## src/rtl/des_key_sched_ctrl.sv

```systemverilog
// DES key-schedule sequencer: PC-1 on start, then 16 PC-2 subkeys over valid/ready, forward or reversed.
// Define KEY_PARITY_CHECK_EN to reject starts whose key bytes fail odd parity (sticky key_parity_err).
module des_key_sched_ctrl #(
  parameter int unsigned NROUNDS = 16
) (
  input  logic        clk,
  input  logic        rst_n,
  input  logic        start,
  input  logic [1:64] key,
  input  logic        decrypt,
  input  logic        abort,
  input  logic        subkey_ready,
  output logic [1:48] subkey,
  output logic        subkey_valid,
  output logic [3:0]  round,
  output logic        busy,
  output logic        done,
  output logic        key_parity_err
);

  typedef enum logic [1:0] {S_IDLE, S_RUN, S_DONE} state_t;

  state_t      r_state, w_state_nxt;
  logic [1:56] r_cd, w_cd_nxt, w_pc1, w_cd_rot;
  logic [3:0]  r_round, w_round_nxt;
  logic        r_dec, w_dec_nxt;
  logic        w_accept, w_hs, w_shift2;
  logic [4:0]  w_sidx;

  function automatic logic [1:28] rotl(input logic [1:28] h, input logic two);
    return two ? {h[3:28], h[1:2]} : {h[2:28], h[1]};
  endfunction

  function automatic logic [1:28] rotr(input logic [1:28] h, input logic two);
    return two ? {h[27:28], h[1:26]} : {h[28], h[1:27]};
  endfunction

  assign w_pc1 = {key[57], key[49], key[41], key[33], key[25], key[17], key[9],  key[1],
                  key[58], key[50], key[42], key[34], key[26], key[18], key[10], key[2],
                  key[59], key[51], key[43], key[35], key[27], key[19], key[11], key[3],
                  key[60], key[52], key[44], key[36],
                  key[63], key[55], key[47], key[39], key[31], key[23], key[15], key[7],
                  key[62], key[54], key[46], key[38], key[30], key[22], key[14], key[6],
                  key[61], key[53], key[45], key[37], key[29], key[21], key[13], key[5],
                  key[28], key[20], key[12], key[4]};

  assign subkey = {r_cd[14], r_cd[17], r_cd[11], r_cd[24], r_cd[1],  r_cd[5],
                   r_cd[3],  r_cd[28], r_cd[15], r_cd[6],  r_cd[21], r_cd[10],
                   r_cd[23], r_cd[19], r_cd[12], r_cd[4],  r_cd[26], r_cd[8],
                   r_cd[16], r_cd[7],  r_cd[27], r_cd[20], r_cd[13], r_cd[2],
                   r_cd[41], r_cd[52], r_cd[31], r_cd[37], r_cd[47], r_cd[55],
                   r_cd[30], r_cd[40], r_cd[51], r_cd[45], r_cd[33], r_cd[48],
                   r_cd[44], r_cd[49], r_cd[39], r_cd[56], r_cd[34], r_cd[53],
                   r_cd[46], r_cd[42], r_cd[50], r_cd[36], r_cd[29], r_cd[32]};

  // Shift-table index of the key issued next: encrypt walks rounds 2..16, decrypt undoes round 16-round.
  assign w_sidx   = r_dec ? (5'd16 - {1'b0, r_round}) : ({1'b0, r_round} + 5'd2);
  assign w_shift2 = !(w_sidx == 5'd1 || w_sidx == 5'd2 || w_sidx == 5'd9 || w_sidx == 5'd16);
  assign w_cd_rot = r_dec ? {rotr(r_cd[1:28], w_shift2), rotr(r_cd[29:56], w_shift2)}
                          : {rotl(r_cd[1:28], w_shift2), rotl(r_cd[29:56], w_shift2)};

`ifdef KEY_PARITY_CHECK_EN
  logic w_par_ok;
  logic r_perr;

  assign w_par_ok = (^key[1:8])   & (^key[9:16])  & (^key[17:24]) & (^key[25:32]) &
                    (^key[33:40]) & (^key[41:48]) & (^key[49:56]) & (^key[57:64]);
  assign w_accept = start & w_par_ok;

  always_ff @(posedge clk or negedge rst_n) begin
    if (!rst_n)                          r_perr <= 1'b0;
    else if (r_state == S_IDLE && start) r_perr <= !w_par_ok;
  end

  assign key_parity_err = r_perr;
`else
  logic w_unused_key_bits;

  assign w_unused_key_bits = ^{key[8], key[16], key[24], key[32], key[40], key[48], key[56], key[64]};
  assign w_accept          = start;
  assign key_parity_err    = 1'b0;
`endif

  assign subkey_valid = (r_state == S_RUN);
  assign busy         = (r_state == S_RUN);
  assign done         = (r_state == S_DONE);
  assign round        = r_round;
  assign w_hs         = subkey_valid & subkey_ready;

  always_ff @(posedge clk or negedge rst_n) begin
    if (!rst_n) begin
      r_state <= S_IDLE;
      r_cd    <= '0;
      r_round <= '0;
      r_dec   <= 1'b0;
    end else begin
      r_state <= w_state_nxt;
      r_cd    <= w_cd_nxt;
      r_round <= w_round_nxt;
      r_dec   <= w_dec_nxt;
    end
  end

  always_comb begin
    w_state_nxt = r_state;
    w_cd_nxt    = r_cd;
    w_round_nxt = r_round;
    w_dec_nxt   = r_dec;
    unique case (r_state)
      S_IDLE: begin
        if (w_accept) begin
          w_state_nxt = S_RUN;
          w_round_nxt = '0;
          w_dec_nxt   = decrypt;
          // Decrypt starts at C16/D16, which equals PC-1 output since the shifts total 28.
          w_cd_nxt    = decrypt ? w_pc1 : {rotl(w_pc1[1:28], 1'b0), rotl(w_pc1[29:56], 1'b0)};
        end
      end
      S_RUN: begin
        if (abort) begin
          w_state_nxt = S_IDLE;
          w_round_nxt = '0;
        end else if (w_hs) begin
          if (r_round == 4'(NROUNDS - 1)) begin
            w_state_nxt = S_DONE;
          end else begin
            w_round_nxt = r_round + 4'd1;
            w_cd_nxt    = w_cd_rot;
          end
        end
      end
      S_DONE:  w_state_nxt = S_IDLE;
      default: w_state_nxt = S_IDLE;
    endcase
  end

endmodule

```

## config.mk

```make
export PLATFORM = sky130hd
export DESIGN_NAME = des_key_sched_ctrl
export DESIGN_NICKNAME = d
export VERILOG_FILES = /design/src/rtl/des_key_sched_ctrl.sv
export SDC_FILE = /design/constraint.sdc
export NUM_CORES = 1
export LEC_CHECK = 0
export CAP_MARGIN = 10
export CORE_MARGIN = 3
export CORE_UTILIZATION = 40
export CTS_CLUSTER_SIZE = 30
export DETAILED_ROUTE_END_ITERATION = 8
export MAX_ROUTING_LAYER = met4
export PLACE_DENSITY_LB_ADDON = 0.08
export SYNTH_ARGS = -nofsm -noshare
export SYNTH_HDL_FRONTEND = slang
export SYNTH_SLANG_ARGS = --single-unit
export TNS_END_PERCENT = 20
```

## constraint.sdc

```tcl
create_clock -name clk -period 3.1 [get_ports clk]
set_input_delay 0.62 -clock clk [delete_from_list [all_inputs] [get_ports clk]]
set_output_delay 0.62 -clock clk [all_outputs]
set_load 0.01 [all_outputs]
```

==> results of run 1 <==
[layer usage]
metal | up-vias | track usage | share of wire
li1 | 3130 | - | -
met1 | 3246 | 0.346 | 0.46
met2 | 307 | 0.376 | 0.45
met4 | 0 | 0.0966 | 0.023
met3 | 31 | 0.0419 | 0.069
met5 | - | - | 0
[registers in the layout, indices dropped and copies added (netlist names)]
name,cells
r_cd,56
round,4
r_state,2
r_dec,1
[Yosys cell counts, drive strengths merged (3+ instances only)]
cell      n
nand3    18
mux2i    71
nor2      8
a211oi   40
nand4    30
a31o      3
and2      4
nor3      9
o211ai    3
ha        4
buf      75
a21o      3
inv      34
dfrtp    63
and3      8
nor2b     6
nand2    75
a21oi    24
a2111oi   4
mux2     12
a221oi   54
clkbuf   56
o311ai   30
o31ai    52
a31oi     6
o21ai    75
[critical path, cell delays in order (launching register included)]
cell and delay (ps):
dfrtp_1 470, inv_1 110, ha_1 470, and3b_1 360, nand2_2 210, o21ai_2 500, a221oi_1 210, a221oi_2 320
[kinds of logic after synthesis]
family | share of synthesized area
and+or+nand+nor | 0.132
buffers and inverters | 0.130
muxes | 0.130
DFF | 0.242
xor gates and xnor gates | 0.00384
adders and majority gates | 0.00768
AOI/OAI and AO/OA | 0.355
other | 0.000575
[through the flow]
| step | util | hold WS [ps] |
|---|---|---|
| floorplan | - | 324 |
| global placement | 0.477 | 593 |
| detailed placement | 0.477 | 575 |
| CTS | 0.497 | 259 |
| global route | 0.497 | 274 |
| finish | 0.497 | 246 |
[worst paths after layout]
path	startpoint	end
min in group clk	round[0]	round[0]
hold reg to reg	round[0]	round[0]
setup / recovery	round[1]	r_cd[53]
hold / removal	rst_n	r_cd[11]
max in group asynchronous	rst_n	r_cd[51]
setup reg to reg	round[1]	r_cd[53]
[power by group through the flow]
stage / clock [mW] / sequential (mW) / combinational, mW
2_1_floorplan: 0 / 1.37 / 1.56
3_3_place_gp: 0 / 1.57 / 2.11
3_5_place_dp: 0 / 1.57 / 2.13
4_1_cts: 1.15 / 1.56 / 2.14
5_1_grt: 1.19 / 1.62 / 2.32
6_report: 1.13 / 1.58 / 2.14
[layout make-up]
type	count	area, sq um	area share
clock buffers	14	294	0.0371
well taps	216	270	0.0341
repair buffers	148	1490	0.188
flip-flops and latches	63	1580	0.199
multi-input cells	571	4130	0.521
clock inverters	2	35.0	0.00442
inverters	34	128	0.0161
==> reports/qor.yml, run 1 <==
power.leakage_nw: 3.03
synth_nets: 873
ys.warnings.count: 0
finalSetupViolCount: 0
gr-total-overflow: 0
period_needed_ps: 2750
avgRoutedWirePerCell_um: 21.1
power.internal_mw: 2.81
synth_top_cell_area_share: 0.242
ys_ff_latch: 63
drc: 0
final_common_cell: "clkdlybuf4s50_1"
drt_wl_total_um: 22100
synth.area.top_cells: "dfrtp_1 (24%), mux2i_1 (11%), buf_4 (6.2%), a221oi_1 (6.0%), o31ai_1 (6.0%)"
async_flop_share: 1.00
num_antenna_cells: 0
total_power_mw: 4.85
hold_buffers: 0
cts_resized: 0
layout.nets: 901
synth_area_leader_cell: "dfrtp_1"
grt_pass1_vias: 6507
grt_first_pass_wirelength_um: 35700
gp_congestion: 0.875
cts_setup_buffers: 0
grtUsageTotal: 0.253
dpl_cell_area_sq_um: 7600
clock-skew-final_ps: 6.26
p_per_area_nw_per_um2: 611
grt_setup_unrepaired: "false"
hold_class: "input pin to async pin"
arrival_ps: 2990
slew_viol_final: 0
die-area_sq_um: 17900
ir_worst_vdd_mv: 0.301
end_kind: "flip-flop"
dp_cells: 1032
hold_viol_final: 0
syn_to_final_growth_pct: 21.6
htreeDepth: 3
start_util: 0.409
avgViaCountPerCell: 6.41
cts_buffers: 9
insertion_delay_ps: 340
finalCritPeriodShare: 0.887
synth.distinct_cells: 62
p_seq_frac: 0.326
cts_tree: "yes"
dieHeight_um: 134
reg2reg_depth: 7
p_comb_frac: 0.441
synth_enable_flop_cells: 0
detail-route-antenna-nets: 0
cts.clk_slew.worst_paths_ps: 60
synth_area_per_cell_sq_um: 8.16
grt_antenna_before_repair: 0
drv_cap: 0
final_layout_size_suffix_gt1_frac: 0.112
reg2reg_slack_ps: 350
fmax_mhz: 364
tightest_slew_ps: 821
maxSlewHeadroom: 0.453
syn_inst: 799
die_w_um: 134
grt_max_degree: 60
cts_buffer_depth: 2
instances_no_fill: 1048
syn_area_sq_um: 6520
swShare: 0.421
netSwitchingPower_mw: 2.04
outcome: "completed"
clockRootBuffer: "clkbuf_16"
firstDrtPassIters: 5
setup_slack_ps: 351
cts_sinks: 63
finalInstanceArea_sq_um: 7930
ys_seq_area_frac: 0.242
required_ps: 3340
nFillCells: 1533
num_rows: 46
synth_ff_type: "dfrtp_1"
num_io_pins: 126
fin_tns_setup_ps: 0
hpwl_um: 14700
clkPwrFrac: 0.233
crit_fanout: 12
start_kind: "flip-flop"
place_ws_ps: 341
core-area_sq_um: 15900
vias: 6714
path_class: "flip-flop to flip-flop"
numPortBuffers: 116
final_cell_mix: "clkdlybuf4s50_1 (114), nand2_1 (74), mux2i_1 (71)"
drt_iter0_markers: 558
Power figures use the tool's default switching activity.
==> run 2, diff against run 1 <==
- CORE_UTILIZATION: 40 -> 54
==> reports/qor.yml, run 2 (synthesis results as in run 1) <==
outcome: "completed"  # unchanged
timing.rr.start: "round[1]"  # unchanged
ir_worst_vdd_mv: 0.252  # was 0.301 mV
start_kind: "flip-flop"  # unchanged
period_needed_ps: 2910  # was 2750 ps
final_core_util: 0.669  # was 0.497
power.leakage_nw: 2.99  # was 3.03 nW
hold_class: "input pin to async pin"  # unchanged
clkPwrFrac: 0.206  # was 0.233
largest_reg_flops: 56  # unchanged
worstPathCellList: "inv_1 > ha_1 > and3b_1 > a21oi_1 > a2bb2oi_1 > and3_1 > o41a_1"  # was inv_1 > ha_1 > and3b_1 > nand2_2 > o21ai_2 > a221oi_1 > a221oi_2
maxSlewHeadroom: 0.359  # was 0.453
layout.nets: 899  # was 901
hold_buffers: 0  # unchanged
firstDrtPassIters: 5  # unchanged
p_comb_frac: 0.459  # was 0.441
cts.clk_slew.worst_paths_ps: 50  # was 60 ps
path_class: "flip-flop to flip-flop"  # unchanged
final_cell_mix: "clkdlybuf4s50_1 (114), nand2_1 (74), mux2i_1 (71)"  # unchanged
drt_wl_total_um: 21500  # was 22100 um
slew_viol_final: 0  # unchanged
clock-skew-final_ps: 6.90  # was 6.26 ps
drt_iter0_markers: 842  # was 558
final_layout_size_suffix_gt1_frac: 0.104  # was 0.112
grt_max_degree: 68  # was 60
cts_buffer_depth: 2  # unchanged
dieHeight_um: 116  # was 134 um
place_ws_ps: 233  # was 341 ps
finalInstanceArea_sq_um: 7770  # was 7930 sq um
start_util: 0.561  # was 0.409
grt_first_pass_wirelength_um: 34900  # was 35700 um
tightest_slew_ps: 958  # was 821 ps
final_common_cell: "clkdlybuf4s50_1"  # unchanged
cpMaxStageDelayCell: "a2bb2oi_1"  # was o21ai_2
numPortBuffers: 116  # unchanged
setup_slack_ps: 191  # was 351 ps
largest_register: "r_cd"  # unchanged
fmax_mhz: 344  # was 364 MHz
clockRootBuffer: "clkbuf_16"  # unchanged
grtUsageTotal: 0.329  # was 0.253
crit_path_max_incr_delay_ps: 760  # was 500 ps
hpwl_um: 13800  # was 14700 um
finalCritPeriodShare: 0.938  # was 0.887
die_w_um: 116  # was 134 um
die-area_sq_um: 13400  # was 17900 sq um
required_ps: 3360  # was 3340 ps
drc: 0  # unchanged
power.internal_mw: 2.66  # was 2.81 mW
cts_sinks: 63  # unchanged
grt_antenna_before_repair: 0  # unchanged
num_rows: 39  # was 46
p_per_area_nw_per_um2: 601  # was 611 nW/um^2
cts_buffers: 9  # unchanged
htreeDepth: 3  # unchanged
grt_pass1_vias: 6792  # was 6507
fin_tns_setup_ps: 0  # unchanged
gr-total-overflow: 0  # unchanged
hold_ws_ps: 371  # was 246 ps
swShare: 0.431  # was 0.421
p_seq_frac: 0.335  # was 0.326
crit_fanout: 8  # was 12
end_kind: "flip-flop"  # unchanged
avgViaCountPerCell: 7.16  # was 6.41
detail-route-antenna-nets: 0  # unchanged
crit_start: "round[1]"  # unchanged
vias: 6967  # was 6714
drv_cap: 0  # unchanged
num_antenna_cells: 0  # unchanged
dpl_cell_area_sq_um: 7490  # was 7600 sq um
path_buf_inv: 1  # unchanged
cts_tree: "yes"  # unchanged
syn_to_final_growth_pct: 19.2  # was 21.6%
gp_congestion: 0.900  # was 0.875
crit_family: "compound AO/OA/AOI/OAI gates"  # unchanged
arrival_ps: 3170  # was 2990 ps
hold_viol_final: 0  # unchanged
finalSetupViolCount: 0  # unchanged
avgRoutedWirePerCell_um: 22.1  # was 21.1 um
insertion_delay_ps: 330  # was 340 ps
core-area_sq_um: 11600  # was 15900 sq um
num_io_pins: 126  # unchanged
netSwitchingPower_mw: 2.02  # was 2.04 mW
grt_setup_unrepaired: "false"  # unchanged
[run 2: layer usage]
metal | part of all wire | GRT usage | vias to the layer above
met4 | 0.017 | 0.110 | 0
met1 | 0.42 | 0.431 | 3432
met2 | 0.49 | 0.524 | 380
li1 | - | - | 3119
met3 | 0.079 | 0.0501 | 36
met5 | 0 | - | -
[run 2: cell type report]
cell class | instances | area (sq um)
multi-input cells | 571 | 4140
fillers | 988 | 3840
flip-flops and latches | 63 | 1580
repair buffers | 146 | 1480
clock buffers | 16 | 272
well taps | 143 | 179
inverters | 34 | 128
[run 2: power by group through the flow]
stage          clock network, mW  logic [mW]  registers, mW
2_1_floorplan                  0        1.56           1.37
3_3_place_gp                   0        2.07           1.53
3_5_place_dp                   0        2.11           1.55
4_1_cts                    0.960        2.13           1.54
5_1_grt                     1.00        2.33           1.61
6_report                   0.963        2.15           1.56
[run 2: worst reg2reg max path: stages (launching register included)]
cell	delay [ps]
dfrtp_1	480
inv_1	100
ha_1	470
and3b_1	440
a21oi_1	170
a2bb2oi_1	760
and3_1	270
o41a_1	150
[run 2: worst paths after layout]
| check | slack [ps] | to | depth (start not counted) |
|---|---|---|---|
| setup reg to reg | 190 | r_cd[28] | 7 |
| hold / removal | 370 | round[2] | 1 |
| setup / recovery | 190 | r_cd[28] | 7 |
| hold reg to reg | 600 | round[2] | 1 |
| min in group clk | 600 | round[2] | 1 |
| max in group asynchronous | 2090 | r_cd[42] | 2 |
[run 2: timing repair]
| action | 4_1_cts | 5_1_grt |
|---|---|---|
| hold endpoints to repair | 0 | 0 |
| buffers inserted | 0 | 0 |
| endpoints found under the setup margin | 0 | 2 |
| resized for setup | 0 | 1 |
[run 2: per-stage QoR]
step	instances	total power, mW
after global routing	973	4.93
after floorplan	799	2.93
after CTS	973	4.63
final	973	4.67
after detailed placement	957	3.67
after global placement	957	3.61
==> run 3, diff against run 2 <==
- CORE_MARGIN: 3 -> unset
- CORE_UTILIZATION: 54 -> 30
==> reports/qor.yml, run 3 (synthesis results as in run 1) <==
dp_cells: 1092  # was 957
hpwl_um: 15300  # was 13800 um
die-area_sq_um: 22300  # was 13400 sq um
layout.nets: 902  # was 899
nFillCells: 2134  # was 988
cts_sinks: 63  # unchanged
final_layout_size_suffix_gt1_frac: 0.112  # was 0.104
final_cell_mix: "clkdlybuf4s50_1 (114), nand2_1 (74), mux2i_1 (71)"  # unchanged
avgViaCountPerCell: 6.11  # was 7.16
cts_buffers: 9  # unchanged
die_w_um: 149  # was 116 um
drt_iter0_markers: 548  # was 842
num_antenna_cells: 0  # unchanged
cpMaxStageDelayCell: "a2111oi_1"  # was a2bb2oi_1
cts.clk_slew.worst_paths_ps: 60  # was 50 ps
syn_to_final_growth_pct: 22.7  # was 19.2%
worstPathCellList: "inv_1 > ha_1 > and3b_1 > a21o_1 > o22ai_2 > buf_4 > a2111oi_1 > a211oi_1"  # was inv_1 > ha_1 > and3b_1 > a21oi_1 > a2bb2oi_1 > and3_1 > o41a_1
power.internal_mw: 2.84  # was 2.66 mW
avgRoutedWirePerCell_um: 21.7  # was 22.1 um
finalCritPeriodShare: 0.874  # was 0.938
drt_wl_total_um: 24000  # was 21500 um
cts_resized: 0  # unchanged
power.leakage_nw: 3.03  # was 2.99 nW
grt_setup_unrepaired: "false"  # unchanged
grtUsageTotal: 0.226  # was 0.329
p_per_area_nw_per_um2: 614  # was 601 nW/um^2
swShare: 0.422  # was 0.431
htreeDepth: 3  # unchanged
final_core_util: 0.378  # was 0.669
grt_max_degree: 116  # was 68
hold_viol_final: 0  # unchanged
num_io_pins: 126  # unchanged
dpl_cell_area_sq_um: 7670  # was 7490 sq um
arrival_ps: 2920  # was 3170 ps
clock-skew-final_ps: 8.79  # was 6.90 ps
tightest_slew_ps: 673  # was 958 ps
dieHeight_um: 149  # was 116 um
fmax_mhz: 369  # was 344 MHz
grt_antenna_before_repair: 0  # unchanged
grt_pass1_vias: 6785  # was 6792
slew_viol_final: 0  # unchanged
finalSetupViolCount: 0  # unchanged
gr-total-overflow: 0  # unchanged
hold_class: "input pin to async pin"  # unchanged
largest_reg_flops: 56  # unchanged
start_kind: "flip-flop"  # unchanged
finalInstanceArea_sq_um: 8000  # was 7770 sq um
cts_setup_buffers: 0  # unchanged
maxSlewHeadroom: 0.551  # was 0.359
crit_fanout: 25  # was 8
vias: 6766  # was 6967
crit_path_max_incr_delay_ps: 480  # was 760 ps
final_common_cell: "clkdlybuf4s50_1"  # unchanged
cts_buffer_depth: 2  # unchanged
instances_no_fill: 1107  # was 973
p_comb_frac: 0.443  # was 0.459
period_needed_ps: 2710  # was 2910 ps
start_util: 0.308  # was 0.561
gp_congestion: 0.815  # was 0.900
end_kind: "flip-flop"  # unchanged
outcome: "completed"  # unchanged
clockRootBuffer: "clkbuf_16"  # unchanged
grt_first_pass_wirelength_um: 38300  # was 34900 um
numPortBuffers: 116  # unchanged
largest_register: "r_cd"  # unchanged
cts_tree: "yes"  # unchanged
p_seq_frac: 0.319  # was 0.335
total_power_mw: 4.91  # was 4.67 mW
insertion_delay_ps: 340  # was 330 ps
core-area_sq_um: 21200  # was 11600 sq um
clkPwrFrac: 0.238  # was 0.206
required_ps: 3310  # was 3360 ps
hold_buffers: 0  # unchanged
fin_tns_setup_ps: 0  # unchanged
detail-route-antenna-nets: 0  # unchanged
num_rows: 53  # was 39
drv_cap: 0  # unchanged
firstDrtPassIters: 6  # was 5
netSwitchingPower_mw: 2.07  # was 2.02 mW
drc: 0  # unchanged
path_class: "flip-flop to flip-flop"  # unchanged
ir_worst_vdd_mv: 0.244  # was 0.252 mV
run 3: power by group through the flow:
stage	Sequential, mW	Clock, mW	Combinational (mW)
2_1_floorplan	1.37	0	1.56
3_3_place_gp	1.56	0	2.16
3_5_place_dp	1.56	0	2.17
4_1_cts	1.55	1.19	2.18
5_1_grt	1.61	1.23	2.38
6_report	1.57	1.17	2.17
run 3: area by class of cell:
cell class,count,area [sq um],share of cell area
clock inverter,3,65.1,0.00813
sequential,63,1580,0.197
timing repair buffer,149,1490,0.186
clock buffer,12,267,0.0333
tap,275,344,0.0430
inverter,34,128,0.0159
multi-input combinational,571,4130,0.516
run 3: worst max-delay path: cells and delay by family (launching register included):
family / cells / cell delay (ps)
compound gates: 4 / 840
fa+ha+maj: 1 / 470
buf+inv: 2 / 350
flops: 1 / 470
simple gates: 1 / 450
run 3: stage by stage:
stage / setup WS, ps / hold WS [ps]
after floorplan: 149 / 324
after global placement: 396 / 618
after detailed placement: 397 / 626
after CTS: 397 / 320
after global routing: 155 / 340
final: 391 / 310
run 3: worst paths after layout:
kind / from / endpoint / slack, ps / cells after the start
min reg2reg: round[0] / round[0] / 640 / 1
max: round[0] / r_cd[44] / 390 / 8
min: rst_n / r_cd[14] / 310 / 1
max in group asynchronous: rst_n / r_cd[23] / 2100 / 2
max reg2reg: round[0] / r_cd[44] / 390 / 8
min in group clk: round[0] / round[0] / 640 / 1
run 3: layer usage:
| layer | share of wire | GRT usage | vias up |
|---|---|---|---|
| met5 | 0 | - | - |
| met4 | 0.023 | 0.0857 | 0 |
| met3 | 0.063 | 0.0314 | 32 |
| met2 | 0.46 | 0.349 | 280 |
| met1 | 0.46 | 0.297 | 3331 |
| li1 | - | - | 3123 |
